$ cat config.mk
export PLATFORM = sky130hd
export DESIGN_NAME = wb_stage
export DESIGN_NICKNAME = d
export VERILOG_FILES = /design/src/rtl/wb_stage_pkg.sv /design/src/rtl/wb_stage_ld_align.sv /design/src/rtl/wb_stage.sv
export SDC_FILE = /design/constraint.sdc
export NUM_CORES = 1
export LEC_CHECK = 0
export ABC_CLOCK_PERIOD_IN_PS = 2200
export BUFFER_PORTS_ARGS = -buffer_cell sky130_fd_sc_hd__buf_2
export CORE_ASPECT_RATIO = 1.25
export CORE_MARGIN = 2
export CORE_UTILIZATION = 47
export CTS_BUF_LIST = sky130_fd_sc_hd__clkbuf_8 sky130_fd_sc_hd__clkbuf_16
export DETAILED_ROUTE_END_ITERATION = 6
export GPL_TIMING_DRIVEN = 1
export HOLD_SLACK_MARGIN = 0.1
export PLACE_DENSITY = 0.79
export SKIP_LAST_GASP = 1
export SLEW_MARGIN = 15
export SYNTH_ARGS = -nofsm -noshare
export SYNTH_HDL_FRONTEND = slang
export SYNTH_HIERARCHICAL = 1
export SYNTH_SLANG_ARGS = --single-unit
$ cat constraint.sdc
create_clock -name clk_i -period 2.2 [get_ports clk_i]
set_input_delay 0.11 -clock clk_i [delete_from_list [all_inputs] [get_ports clk_i]]
set_output_delay 0.11 -clock clk_i [all_outputs]
set_load 0.02 [all_outputs]
$ cat src/rtl/wb_stage_pkg.sv
// Shared constants and types for the write-back stage.
package wb_stage_pkg;

  localparam int RegW  = 32;
  localparam int PcW   = 32;
  localparam int RegAW = 5;
  localparam int LdOpW = 3;

  typedef enum logic [LdOpW-1:0] {
    LD_NONE = 3'd0,
    LD_B    = 3'd1,
    LD_H    = 3'd2,
    LD_W    = 3'd3,
    LD_BU   = 3'd4,
    LD_HU   = 3'd5
  } ld_op_e;

  typedef enum logic [1:0] {
    WB_IDLE,
    WB_WAIT,
    WB_COMMIT
  } wb_state_e;

  // Encodings 6 and 7 are not loads.
  function automatic logic is_load_op(input logic [LdOpW-1:0] op);
    return (op == LD_B)  || (op == LD_H)  || (op == LD_W) ||
           (op == LD_BU) || (op == LD_HU);
  endfunction

endpackage

$ cat src/rtl/wb_stage_ld_align.sv
// Load data alignment and extension for the write-back stage.
module ld_align
  import wb_stage_pkg::*;
(
  input  logic [LdOpW-1:0] op_i,
  input  logic [1:0]       offset_i,
  input  logic [RegW-1:0]  word_i,
  output logic [RegW-1:0]  data_o
);

  logic [7:0]  w_byte;
  logic [15:0] w_half;

  always_comb begin
    w_byte = word_i[7:0];
    case (offset_i)
      2'd0: w_byte = word_i[7:0];
      2'd1: w_byte = word_i[15:8];
      2'd2: w_byte = word_i[23:16];
      2'd3: w_byte = word_i[31:24];
      default: w_byte = word_i[7:0];
    endcase
    w_half = offset_i[1] ? word_i[31:16] : word_i[15:0];
  end

  // Odd-offset halfwords and all words fall through untouched.
  always_comb begin
    data_o = word_i;
    unique case (1'b1)
      op_i == LD_B:
        data_o = {{24{w_byte[7]}}, w_byte};
      op_i == LD_BU:
        data_o = {24'd0, w_byte};
      (op_i == LD_H) && !offset_i[0]:
        data_o = {{16{w_half[15]}}, w_half};
      (op_i == LD_HU) && !offset_i[0]:
        data_o = {16'd0, w_half};
      default:
        data_o = word_i;
    endcase
  end

endmodule

$ cat src/rtl/wb_stage.sv
// Write-back pipeline stage with load alignment and forwarding.
// Define WB_TRACE_EN to add the debug_wb_* commit trace outputs.
module wb_stage
  import wb_stage_pkg::*;
(
  input  logic              clk_i,
  input  logic              rst_i,
  input  logic              ms_valid_i,
  output logic              ws_allowin_o,
  input  logic [PcW-1:0]    ms_pc_i,
  input  logic [RegAW-1:0]  ms_dest_i,
  input  logic              ms_rf_we_i,
  input  logic [RegW-1:0]   ms_result_i,
  input  logic [LdOpW-1:0]  ms_ld_op_i,
  input  logic [RegW-1:0]   dram_rdata_i,
  input  logic              dram_rvalid_i,
  input  logic              flush_i,
  output logic [RegAW-1:0]  rf_waddr_o,
  output logic [RegW-1:0]   rf_wdata_o,
  output logic              fwd_valid_o,
  output logic [RegAW-1:0]  fwd_dest_o,
  output logic [RegW-1:0]   fwd_data_o,
  output logic              fwd_busy_o
`ifdef WB_TRACE_EN
  ,
  output logic [31:0]       debug_wb_pc,
  output logic [3:0]        debug_wb_rf_we,
  output logic [4:0]        debug_wb_rf_wnum,
  output logic [31:0]       debug_wb_rf_wdata
`endif
);

  logic              r_valid;
  logic [PcW-1:0]    r_pc;
  logic [RegAW-1:0]  r_dest;
  logic              r_rf_we;
  logic [RegW-1:0]   r_result;
  logic [LdOpW-1:0]  r_ld_op;

  logic              w_valid;
  logic              w_is_load;
  logic              w_ready_go;
  logic              w_commit;
  logic [RegW-1:0]   w_ld_data;
  logic [RegW-1:0]   w_final;
  wb_state_e         w_state;

  // Reset masks the stale register contents on the asserting cycle.
  assign w_valid    = r_valid & ~rst_i;
  assign w_is_load  = w_valid && is_load_op(r_ld_op);
  assign w_ready_go = !w_is_load || dram_rvalid_i;

  always_comb begin
    w_state = WB_IDLE;
    if (w_valid)
      w_state = w_ready_go ? WB_COMMIT : WB_WAIT;
  end

  assign w_commit     = (w_state == WB_COMMIT) && !flush_i;
  assign ws_allowin_o = !w_valid || w_ready_go;

  always_ff @(posedge clk_i) begin
    if (rst_i) begin
      r_valid  <= 1'b0;
      r_pc     <= '0;
      r_dest   <= '0;
      r_rf_we  <= 1'b0;
      r_result <= '0;
      r_ld_op  <= '0;
    end else if (flush_i) begin
      r_valid  <= 1'b0;
    end else if (ws_allowin_o) begin
      r_valid  <= ms_valid_i;
      if (ms_valid_i) begin
        r_pc     <= ms_pc_i;
        r_dest   <= ms_dest_i;
        r_rf_we  <= ms_rf_we_i;
        r_result <= ms_result_i;
        r_ld_op  <= ms_ld_op_i;
      end
    end
  end

  ld_align u_ld_align (
    .op_i     (r_ld_op),
    .offset_i (r_result[1:0]),
    .word_i   (dram_rdata_i),
    .data_o   (w_ld_data)
  );

  assign w_final = w_is_load ? w_ld_data : r_result;

  assign rf_waddr_o  = (w_commit && r_rf_we) ? r_dest : '0;
  assign rf_wdata_o  = w_commit ? w_final : '0;
  assign fwd_valid_o = w_valid && r_rf_we && (r_dest != '0);
  assign fwd_dest_o  = rst_i ? '0 : r_dest;
  assign fwd_data_o  = rst_i ? '0 : w_final;
  assign fwd_busy_o  = fwd_valid_o && !w_ready_go;

`ifdef WB_TRACE_EN
  assign debug_wb_pc       = w_commit ? r_pc : '0;
  assign debug_wb_rf_we    = {4{w_commit && r_rf_we}};
  assign debug_wb_rf_wnum  = w_commit ? r_dest : '0;
  assign debug_wb_rf_wdata = w_commit ? w_final : '0;
`else
  logic w_unused_pc;
  assign w_unused_pc = ^r_pc;
`endif

endmodule

Word-level counts from Yosys, hierarchy flattened
Cells that the tools add are included.
{"block": "op_classes", "n_addsub": 0, "multipliers": 0, "n_div": 0, "n_lt_le_gt_ge": 0, "n_eq_ne": 9, "shifts": 0, "muxes": 10, "bitwise": 3, "reduce_logical": 23}
{"cell": "32-bit one-hot mux with 4 select lines", "count": 1}
{"cell": "32-bit 2-to-1 mux", "count": 3}
{"cell": "8-bit one-hot mux with 4 select lines", "count": 1}
{"cell": "16-bit 2-to-1 mux", "count": 1}
{"cell": "5-bit 2-to-1 mux", "count": 2}
{"cell": "1-bit logical AND", "count": 8}
{"cell": "2-bit == test, second input constant", "count": 3}
{"cell": "3-bit by 2-bit == test with 1-bit output, second input constant", "count": 2}
{"cell": "3-bit == test, second input constant", "count": 2}
{"cell": "1-bit logical OR", "count": 6}
{"cell": "1-bit logical NOT", "count": 5}
{"cell": "5-bit nonzero test", "count": 1}
{"cell": "2-bit 2-to-1 mux", "count": 2}
{"cell": "3-bit by 1-bit == test with 1-bit output, second input constant", "count": 1}
{"cell": "3-bit AND reduction", "count": 1}
{"cell": "2-bit by 1-bit == test with 1-bit output, second input constant", "count": 1}
{"cell": "2-bit logical NOT", "count": 1}
{"cell": "1-bit NOT", "count": 2}
{"cell": "2-bit OR reduction", "count": 1}
{"cell": "1-bit AND", "count": 1}
{"block": "totals", "reg_bits": 42, "latchBits": 0, "mem_bits_rw": 0, "mem_bits_ro": 0, "output_inout_bits": 77, "word_cells": 50, "n_memories": 0}

Longest topological paths before layout
{"block": "logic_depth", "ltp_word": 14, "mapped_depth": 9}

Modules after synthesis
The synthesis kept the hierarchy.
{"mod": "wb_stage", "instances": 1, "cells_each": 562, "area_each_um2": 4164.0, "seq_area_each_um2": 840.8}
{"mod": "ld_align", "instances": 1, "cells_each": 137, "area_each_um2": 1057.3, "seq_area_each_um2": 0.0}

Least setup slack after synthesis
Ideal clock, no wire load.
{"block": "synth_timing", "path_kind": "flip-flop to output port", "start": "reg r_ld_op[2]", "end": "out rf_wdata_o[13]", "arrival_time_ns": 2.311, "required_ns": 2.090, "setup_slack_ns": -0.221, "stages_incl_launch_ff": 10, "path_buffers": 3, "path_cell_list": "dfxtp_1 buf_2 nor4b_2 or2_1 buf_2 buf_4 o311ai_1 nand2_1 or4_1 a21oi_1"}
{"block": "synth_between", "word_cells_on_any_way": 21, "cone_classes": "6 x eq/ne; 5 x mux; 10 x reduce/logical"}
{"item": "start: declaration", "line_no": "wb_stage.sv:38", "source": "logic [LdOpW-1:0] r_ld_op;"}
{"item": "start signal: assignment", "line_no": "wb_stage.sv:79", "source": "r_ld_op <= ms_ld_op_i;"}
{"item": "3-bit == test or 3-bit by 2-bit == test with 1-bit output (tied branches)", "line_no": "wb_stage_ld_align.sv:36, wb_stage_ld_align.sv:34"}
{"item": "1-bit logical AND, on equally long branches", "line_no": "wb_stage_ld_align.sv:36, wb_stage_ld_align.sv:34"}
{"item": "32-bit one-hot mux with 4 select lines *", "line_no": "wb_stage_ld_align.sv:29", "source": "unique case (1'b1)"}
{"item": "named net w_ld_data[13]", "line_no": "wb_stage.sv:44", "source": "logic [RegW-1:0] w_ld_data;"}
{"item": "32-bit 2-to-1 mux *", "line_no": "wb_stage.sv:91", "source": "assign w_final = w_is_load ? w_ld_data : r_result;"}
{"item": "32-bit 2-to-1 mux *", "line_no": "wb_stage.sv:94", "source": "assign rf_wdata_o = w_commit ? w_final : '0;"}
{"item": "end: declaration", "line_no": "wb_stage.sv:19", "source": "output logic [RegW-1:0] rf_wdata_o,"}
Mark *: on every way through the listed nets, which the timed path passes. The rest lies on a longest branch.

Worst setup path after layout
{"block": "layout_timing", "start": "reg r_ld_op[0]", "end": "out rf_wdata_o[28]"}
The elaborated chain is that of the path after synthesis.

==> summary.txt <==
Synthesis
  • Share of the synthesized area in the top cell type: between 10% and 20%
  • Syn_nets: ~810
  • Register area share after synthesis: between 10% and 20%
  • Post-synth top area cell: dfxtp_1
  • Mux share of post-synthesis cell area: 6.04%
  • Synthesized-area fraction occupied by adder cells: 0%
  • Post-Synth XOR/XNOR Area: less than 1%
  • Synth Area in Compound Gates: roughly two fifths
  • Largest family of logic cells by synthesized area: compound AO/OA/AOI/OAI gates
  • Post-Synthesis Cells: approximately 700
  • Commonest cells in the netlist: o31ai_1 (89), nand2_1 (76), a21oi_1 (64)
  • Distinct cells, synth: 43
  • Yosys reg bits: 42
  • Post-synth EDFFs: 0
  • Main synth FF type: dfxtp_1
  • Simple-gate share of the synthesized area: 26.4%
  • Avg Cell Area, Syn: 7.47 um2
  • YS warnings: 6
  • Cells taking the most area after synthesis: dfxtp_1 (16%), o31ai_1 (13%), nor4bb_1 (8.1%), o311ai_0 (6.7%), a21oi_1 (6.1%)
  • Count leader, synth: o31ai_1
  • Asr flop ratio synth: 0%
  • Post-Syn Area: roughly 5200 um2

Placed design
  • Setup WS pre-CTS: -0.514 ns
  • Inst Count DP: roughly 960
  • Dpl hpwl: 14.6 mm
  • Gpl congestion: just over 1
  • PortBufs: 154

Route
  • 1st-iter DRT viols: 920
  • Drt drc: 0
  • Vias: between 7,000 and 8,000
  • Antenna-violating nets left: 0
  • Final WL: 26.4 mm
  • Vias per cell: approximately 7.5
  • Avg WL per Cell: ~26 um
  • DR pass1 iterations: 7

Global routing
  • First-pass GRT wire length: 36.2 mm
  • GRT Total Usage: a little under two fifths
  • Largest net degree at the start of global routing: 77
  • Total grt overflow: 0
  • Initial antenna violation count: 0
  • Number of global-route vias before repair: a little under 7,000

Floorplanning
  • Core area: roughly 11,000 um2
  • Die H: 122 um
  • Die ar.: approximately 12,000 um2
  • I/O pin total: between 150 and 200
  • Initial Utilization: 47.6%
  • Row count: 43
  • Die Wd: 98.3 um

Clock tree
  • Clock sinks: 42
  • CTS buffer count: 5
  • Clk slew on worst S/H paths: ~0.07 ns
  • H-tree Lvls: 2
  • Clock Path Buffers: 2
  • Worst skew pair latency: ~0.30 ns
  • Clk root buf: clkbuf_16
  • TritonCTS clock tree: done

Final layout
  • Fillers: 687
  • Final nets: between 900 and 1,000
  • Inserted Diodes: 0
  • Share of cells above drive strength 1: between 50% and 60%
  • Synthesis-to-layout area growth: 65.5%
  • Non-filler cells in the finished layout: 1,023

Timing
  • Setup WS post-layout: -0.675 ns
  • Fmax achieved: 348 MHz
  • Worst slew pin tran: between 0.8 and 0.9 ns
  • Final Critical Period: between 2 and 3 ns
  • Final hold violation count: 0
  • Tcrit/Tclk final: 131%
  • Setup tns final: -25.41 ns
  • Final setup violation count: 70
  • Headroom to the max-slew limit: roughly 43%
  • Clk_skew: around 0.012 ns
  • Fin. max-slew vios: 0
  • RSZ-0062 raised after global routing: yes
  • Hold Slack: between 0.2 and 0.25 ns

Worst setup path
  • Crit path max fanout: 8
  • Worst setup SP type: flop
  • Worst EP required: roughly 2.1 ns
  • Crit path cell chain: buf_6 > buf_4 > xor2_4 > and2_4 > buf_12 > o31ai_4 > nand2_1 > or4_4 > a21oi_4 > buf_6
  • Crit Path Category: reg2out
  • Worst EP arrival: 2.77 ns
  • Critical Path Max Stage Delay: around 0.60 ns
  • Critical Path Most Common Cell: buf_6
  • Slowest cell on the critical path: or4_4
  • CP endpoint kind: output pin

Outcome
  • Status: complete, but fails checks
  • Failing checks: negative setup slack

Flow run
  • Max-cap viol count: 0

Power
  • Power density cells: 434 nW/um2
  • Design Power: roughly 3.7 mW
  • VDD IR-drop max: ~0.33 mV
  • Leakage: ~3.2 nW

Min path
  • Hold Crit Class: in2reg
## power breakdown
group          internal [mW]  total [mW]  switching [mW]
combinational          0.832        1.88            1.05
clock                  0.653       0.992           0.339
sequential             0.818       0.878          0.0597
## timing repair
| action | 4_1_cts | 5_1_grt |
|---|---|---|
| setup buffers | 18 | 29 |
| hold buffers | 0 | 0 |
| resized for setup | 141 | 77 |
| pin swaps | 26 | 27 |
| gates cloned | 4 | 2 |
| endpoints found under the setup margin | 70 | 70 |
## routing by layer
layer  up-vias  share of wire [%]  GRT usage, %
li1       3199                  -             -
met1      3569                 36          49.0
met2       757                 45          58.6
met3       179                 11          5.68
met4         0                6.9          18.6
met5         -                  0             0
## sequential cells by signal, indices dropped and copies added (netlist names)
signal,cells
r_rf_we,1
r_dest,5
r_valid,1
r_result,32
r_ld_op,3
## path summary, 6_finish.rpt
| path | slack [ns] | depth (start not counted) | end | startpoint |
|---|---|---|---|---|
| max | -0.68 | 10 | rf_wdata_o[28] | r_ld_op[0] |
| min | 0.23 | 4 | r_dest[3] | ms_dest_i[3] |
| max reg2reg | 0.27 | 6 | r_ld_op[2] | r_ld_op[1] |
| min reg2reg | 0.51 | 2 | r_result[27] | r_result[27] |
## metrics by stage
stage	utilization, %	instance area (um2)
after floorplan	-	5940
final	78.7	8640
after global routing	78.7	8640
after global placement	64.9	7120
after detailed placement	64.9	7120
after CTS	73.5	8060
## cell type report
cell class	instances	area [um2]	share of cell area, %
inverter	40	150	1.74
clock buffer	5	125	1.45
multi-input combinational	507	4880	56.5
tap	135	169	1.95
timing repair buffer	291	2390	27.7
sequential	42	855	9.89
clock inverter	3	68.8	0.796
## cells by family after synthesis
group           after synthesis
simple gates                216
compound gates              271
buf+inv                     151
flops                        42
mux                          18
xor+xnor                      1
## cell usage in the layout, fill, tap and decap left out, types with 8 or more instances in the layout
master	instances
or4_4	31
o311ai_0	28
o31ai_4	15
buf_4	121
buf_2	100
o31ai_1	73
mux2_2	10
clkbuf_16	8
inv_1	38
a32oi_1	36
nand4_1	32
nor4bb_1	41
buf_6	50
a21oi_2	18
nand2_1	74
buf_12	16
o311ai_1	13
a21oi_4	32
a21oi_1	14
dfxtp_1	37
o311ai_4	14
## critical path: cells and delay by family, from the launching register on
| family | cells | cell delay (ns) |
|---|---|---|
| and+or+nand+nor | 3 | 0.90 |
| AOI/OAI and AO/OA | 2 | 0.47 |
| xor gates and xnor gates | 1 | 0.16 |
| DFF | 1 | 0.38 |
| buffers and inverters | 4 | 0.57 |
Power figures use the tool's default switching activity.
